$ cat config.mk
export PLATFORM = sky130hd
export DESIGN_NAME = channel_fir_emu
export DESIGN_NICKNAME = d
export VERILOG_FILES = /design/src/rtl/channel_fir_emu.sv
export SDC_FILE = /design/constraint.sdc
export NUM_CORES = 2
export LEC_CHECK = 0
export BUFFER_PORTS_ARGS = -buffer_cell sky130_fd_sc_hd__buf_2
export CAP_MARGIN = 0
export CORE_ASPECT_RATIO = 0.5
export CORE_UTILIZATION = 55
export DETAILED_ROUTE_END_ITERATION = 10
export GPL_TIMING_DRIVEN = 0
export PLACE_DENSITY = 0.73
export SLEW_MARGIN = 40
export SYNTH_ARGS = -nofsm -noshare
export SYNTH_HDL_FRONTEND = slang
export SYNTH_SLANG_ARGS = --single-unit
$ cat constraint.sdc
create_clock -name clk -period 18.34 [get_ports clk]
set_input_delay 3.668 -clock clk [delete_from_list [all_inputs] [get_ports clk]]
set_output_delay 3.668 -clock clk [all_outputs]
set_load 0.03 [all_outputs]
$ cat src/rtl/channel_fir_emu.sv
// Sampled-data channel model: N-tap programmable FIR, rounding/saturation, then a
// runtime-programmable bulk delay. Optional macro CHANNEL_NOISE_EN adds LFSR dither.
module channel_fir_emu #(
  parameter int unsigned N_TAPS    = 8,
  parameter int unsigned DATA_W    = 12,
  parameter int unsigned COEF_W    = 10,
  parameter int unsigned COEF_FRAC = 8,
  parameter int unsigned MAX_DELAY = 16,
  localparam int unsigned DLY_W    = $clog2(MAX_DELAY + 1),
  localparam int unsigned ADDR_W   = (N_TAPS > 1) ? $clog2(N_TAPS) : 1
) (
  input  logic                     clk,
  input  logic                     rst,
  input  logic                     in_valid,
  input  logic signed [DATA_W-1:0] in_data,
  input  logic                     cfg_we,
  input  logic [ADDR_W-1:0]        cfg_addr,
  input  logic signed [COEF_W-1:0] cfg_data,
  input  logic [DLY_W-1:0]         cfg_delay,
`ifdef CHANNEL_NOISE_EN
  input  logic                     noise_on,
`endif
  output logic                     out_valid,
  output logic signed [DATA_W-1:0] out_data,
  output logic                     dly_busy
);

  localparam int unsigned PROD_W = DATA_W + COEF_W;
  // One guard bit above the nominal accumulator width absorbs the rounding offset.
  localparam int unsigned ACC_W  = PROD_W + $clog2(N_TAPS) + 1;
  localparam int unsigned PTR_W  = (MAX_DELAY > 1) ? $clog2(MAX_DELAY) : 1;

  localparam logic signed [COEF_W-1:0] CoefOne = COEF_W'(1) << COEF_FRAC;
  localparam logic signed [ACC_W-1:0]  Half    = ACC_W'(1) << (COEF_FRAC - 1);
  localparam logic signed [ACC_W-1:0]  MaxVal  = (ACC_W'(1) << (DATA_W - 1)) - ACC_W'(1);
  localparam logic signed [ACC_W-1:0]  MinVal  = ~MaxVal;

  logic signed [DATA_W-1:0] x_q    [N_TAPS];
  logic signed [DATA_W-1:0] x_d    [N_TAPS];
  logic signed [COEF_W-1:0] coef_q [N_TAPS];
  logic signed [COEF_W-1:0] coef_d [N_TAPS];
  logic signed [PROD_W-1:0] p_q    [N_TAPS];
  logic signed [PROD_W-1:0] p_d    [N_TAPS];
  logic                     s1_valid_q, s2_valid_q;
  logic signed [DATA_W-1:0] s2_data_q, s2_data_d;

  logic [MAX_DELAY-1:0]     ring_valid_q, ring_valid_d;
  logic signed [DATA_W-1:0] ring_data_q [MAX_DELAY];
  logic signed [DATA_W-1:0] ring_data_d [MAX_DELAY];
  logic [PTR_W-1:0]         wr_ptr_q, wr_ptr_d, rd_ptr;
  logic [DLY_W-1:0]         dly_q, dly_d, busy_q, busy_d, dly_new;
  logic                     dly_chg;

  logic signed [ACC_W-1:0]  acc, res;
  logic signed [ACC_W-1:0]  noise;

`ifdef CHANNEL_NOISE_EN
  logic [15:0]              lfsr_q, lfsr_d;
  logic signed [3:0]        noise4;

  always_comb begin
    lfsr_d = lfsr_q;
    if (s1_valid_q) lfsr_d = {lfsr_q[14:0], lfsr_q[15] ^ lfsr_q[13] ^ lfsr_q[12] ^ lfsr_q[10]};
    noise4 = $signed({1'b0, lfsr_q[2:0]}) - 4'sd4;
    noise  = noise_on ? ACC_W'(noise4) : '0;
  end

  always_ff @(posedge clk or posedge rst) begin
    if (rst) lfsr_q <= 16'hACE1;
    else     lfsr_q <= lfsr_d;
  end
`else
  assign noise = '0;
`endif

  // Tap line, coefficient file and stage 1 products; products use pre-write coefficients.
  always_comb begin
    x_d    = x_q;
    p_d    = p_q;
    coef_d = coef_q;
    if (in_valid) begin
      x_d[0] = in_data;
      for (int k = 1; k < int'(N_TAPS); k++) x_d[k] = x_q[k-1];
      for (int k = 0; k < int'(N_TAPS); k++) p_d[k] = PROD_W'(x_d[k]) * PROD_W'(coef_q[k]);
    end
    if (cfg_we && (32'(cfg_addr) < N_TAPS)) coef_d[cfg_addr] = cfg_data;
  end

  // Stage 2: sum, round half up, optional dither, saturate.
  always_comb begin
    acc = '0;
    for (int k = 0; k < int'(N_TAPS); k++) acc = acc + ACC_W'(p_q[k]);
    res = ((acc + Half) >>> COEF_FRAC) + noise;
    s2_data_d = s2_data_q;
    if (s1_valid_q) begin
      if (res > MaxVal)      s2_data_d = MaxVal[DATA_W-1:0];
      else if (res < MinVal) s2_data_d = MinVal[DATA_W-1:0];
      else                   s2_data_d = res[DATA_W-1:0];
    end
  end

  // Bulk delay: a changed setting flushes the ring and starts a refill countdown.
  always_comb begin
    int rd;
    dly_new  = (cfg_delay > DLY_W'(MAX_DELAY)) ? DLY_W'(MAX_DELAY) : cfg_delay;
    dly_chg  = (dly_new != dly_q);
    dly_d    = dly_new;
    busy_d   = dly_chg ? dly_new : ((busy_q != '0) ? busy_q - DLY_W'(1) : '0);
    wr_ptr_d = (wr_ptr_q == PTR_W'(MAX_DELAY - 1)) ? '0 : wr_ptr_q + PTR_W'(1);

    ring_valid_d           = dly_chg ? '0 : ring_valid_q;
    ring_valid_d[wr_ptr_q] = s2_valid_q && !dly_chg;
    ring_data_d            = ring_data_q;
    ring_data_d[wr_ptr_q]  = s2_data_q;

    rd = int'(wr_ptr_q) - int'(dly_q);
    if (rd < 0) rd = rd + int'(MAX_DELAY);
    rd_ptr = PTR_W'(rd);

    if (dly_q == '0) begin
      out_valid = s2_valid_q;
      out_data  = s2_valid_q ? s2_data_q : '0;
    end else begin
      out_valid = ring_valid_q[rd_ptr];
      out_data  = ring_valid_q[rd_ptr] ? ring_data_q[rd_ptr] : '0;
    end
    dly_busy = (busy_q != '0);
  end

  always_ff @(posedge clk or posedge rst) begin
    if (rst) begin
      for (int k = 0; k < int'(N_TAPS); k++) begin
        x_q[k]    <= '0;
        p_q[k]    <= '0;
        coef_q[k] <= (k == 0) ? CoefOne : '0;
      end
      for (int i = 0; i < int'(MAX_DELAY); i++) ring_data_q[i] <= '0;
      ring_valid_q <= '0;
      s1_valid_q   <= 1'b0;
      s2_valid_q   <= 1'b0;
      s2_data_q    <= '0;
      wr_ptr_q     <= '0;
      dly_q        <= '0;
      busy_q       <= '0;
    end else begin
      x_q          <= x_d;
      p_q          <= p_d;
      coef_q       <= coef_d;
      ring_data_q  <= ring_data_d;
      ring_valid_q <= ring_valid_d;
      s1_valid_q   <= in_valid;
      s2_valid_q   <= s1_valid_q;
      s2_data_q    <= s2_data_d;
      wr_ptr_q     <= wr_ptr_d;
      dly_q        <= dly_d;
      busy_q       <= busy_d;
    end
  end

endmodule

==> metrics <==
synth unique cells 81; 1st-pass router iterations 6; post-synthesis instance total 6139; DR WL/cell 21.8 um; global-route wire length before repair 274 mm; Setup crit start kind flip-flop; total number of vias 45.1k; Max-slew headroom 41.2%; largest net degree at the start of global routing 28; max-slew violation count 0; root buf cell clkbuf_16; Die Width 485 um; CTS tree done; Core Region 116000 um^2; design area 69100 um^2; most frequent cell after synthesis inv_1; crit share post-route 47.1%; MaxCap Viol Count 0; Die Y 244 um; Worst Tran Pin Value 0.883 ns; RSZ-0062 raised after global routing false; crit path DAT 4.97 ns; top post-synthesis cells by area fa_1 (31%), dfrtp_1 (22%), ha_1 (9.3%); Post-synth EDFFs 0; share of cells above drive strength 1 11.3%; setup violators final 0; Die ar. 118000 um^2; CP Max Fanout 10; multi-input gate area in the final layout 44500 um^2; leading register cell type out of synthesis dfrtp_1; Sink Count 576; Worst Hold Class reg -> reg; setup TNS 0 ns; share of the synthesized area in the top cell type 30.9%; CP Capture Type output port; Seq/Total Area, Yosys 22.5%; H-tree levels 2; CTS buffer count 58; vias in the first global route 48.6k; Final GP Congestion 0.939; Detail Placement HPWL 137 mm; # resized after CTS 0; initial drt markers 3696; fill count 9302; YS warnings 0; Tot GR Track Use 30.2%; setup bufs post-CTS 0; syn_nets 7641; area grow syn2layout 7.65%; Final Hold Vio Count 0; status complete, no violations; critical path type reg -> out; Clock Pin Slew Worst Setup and Hold Paths 0.07 ns; post-route ant nets 0; fin nets 7776; via/cell ratio 5.74; DRC viols 0; # hold bufs at CTS 0; synthesis-stage register bit count 576; FMAX 0.116 GHz; Post-Syn Area 64200 um^2; PortBufs 45; Top Ports 48; Congestion Overflow GR 0; area leader, netlist fa_1; Synth top cells by count inv_1 (1085), fa_1 (991), nand2_1 (619); Final Util 59.8%; clk_skew 0.0502 ns; worst skew pair latency 0.69 ns; Max clock buf depth 3; DP Area 67000 um^2; Critical Path RT 14.67 ns; ys async rst share 100%; WL final 172 mm; initial antenna violation count 12; row cnt 88; initial core utilization 55.6%; Avg Inst Size Synth 10.5 um^2; Final min period 8.64 ns; register area 14400 um^2
## sequential cells by signal (all words and copies together), names as in the netlist
register	count
s2_data_q	12
ring_data_q	192
s1_valid_q	1
p_q	176
dly_q	5
wr_ptr_q	4
busy_q	5
ring_valid_q	16
x_q	84
s2_valid_q	1
coef_q	80
## critical path, cell delays in order, from the launching register on
cell      delay (ns)
dfrtp_1         0.40
inv_1           0.11
ha_1            0.23
fa_1            0.48
clkbuf_1        0.39
clkbuf_1        0.68
clkbuf_1        0.64
mux4_2          0.43
mux2i_1         0.37
a21oi_1         0.13
a22o_1          0.23
buf_2           0.18
## area by class of cell
class / instances / share of cell area, %
buffer: 303 / 1.75
sequential: 576 / 20.9
tap: 1530 / 2.77
inverter: 1085 / 5.90
multi-input combinational: 4175 / 64.4
clock buffer: 76 / 2.34
clock inverter: 31 / 0.600
timing repair buffer: 75 / 1.29
antenna: 7 / 0.0254
## path summary, 6_finish.rpt
path | from | endpoint | slack (ns) | depth (start not counted)
max in group asynchronous | rst | coef_q[44] | 13.63 | 10
max reg2reg | coef_q[52] | p_q[130] | 12.21 | 18
min reg2reg | p_q[126] | p_q[126] | 0.48 | 2
max | wr_ptr_q[0] | out_data[1] | 9.70 | 11
min in group asynchronous | rst | ring_data_q[122] | 2.94 | 2
min | p_q[126] | p_q[126] | 0.48 | 2
## cells by family (layout without fill, tap and decap cells)
family / count (synthesis) / count (layout) / share of synthesized area, %
other cells: 0 / 7 / 0
xor+xnor: 183 / 183 / 2.50
buf+inv: 1388 / 1570 / 8.19
fa+ha+maj: 1468 / 1468 / 40.2
simple gates: 1511 / 1511 / 11.7
flops: 576 / 576 / 22.5
mux: 475 / 475 / 9.19
compound gates: 538 / 538 / 5.72
## per-stage QoR
stage / instances / hold slack [ns] / setup slack, ns
3_3_place_gp: 7714 / 0.472 / 3.58
2_1_floorplan: 6139 / 0.395 / 6.83
4_1_cts: 7850 / 0.482 / 9.58
6_report: 7858 / 0.482 / 9.70
3_5_place_dp: 7743 / 0.464 / 9.12
5_1_grt: 7856 / 0.501 / 9.56
## per-layer routing
metal	track usage (%)	vias to the layer above	part of all wire [%]
met4	9.40	6	3.5
li1	-	19600	-
met5	0	-	0.030
met2	46.7	1643	45
met1	42.6	23500	42
met3	6.58	306	8.9
## cells in the final DEF (no fill, tap or decap), types with 22 or more instances in the layout
| cell | instances |
|---|---|
| inv_1 | 1084 |
| fa_1 | 991 |
| nand2_1 | 619 |
| dfrtp_1 | 575 |
| ha_1 | 477 |
| and2_1 | 439 |
| mux2_2 | 392 |
| clkbuf_1 | 250 |
| xnor2_1 | 159 |
| o21ai_0 | 145 |
| nor2_1 | 109 |
| a21oi_1 | 106 |
| nand2b_1 | 83 |
| nor3_1 | 76 |
| nand3_1 | 61 |
| clkbuf_16 | 58 |
| buf_2 | 54 |
| mux4_2 | 52 |
| a21o_1 | 40 |
| a211oi_1 | 32 |
| mux2i_1 | 31 |
| nor2b_1 | 29 |
| or3_1 | 26 |
| clkbuf_2 | 25 |
| o21a_1 | 24 |
| xor2_1 | 24 |
| o31ai_1 | 23 |
| buf_1 | 22 |
Power is left out: the tool's default activity adds up to more than one toggle a clock period on the data nets, which glitch-free logic cannot reach.
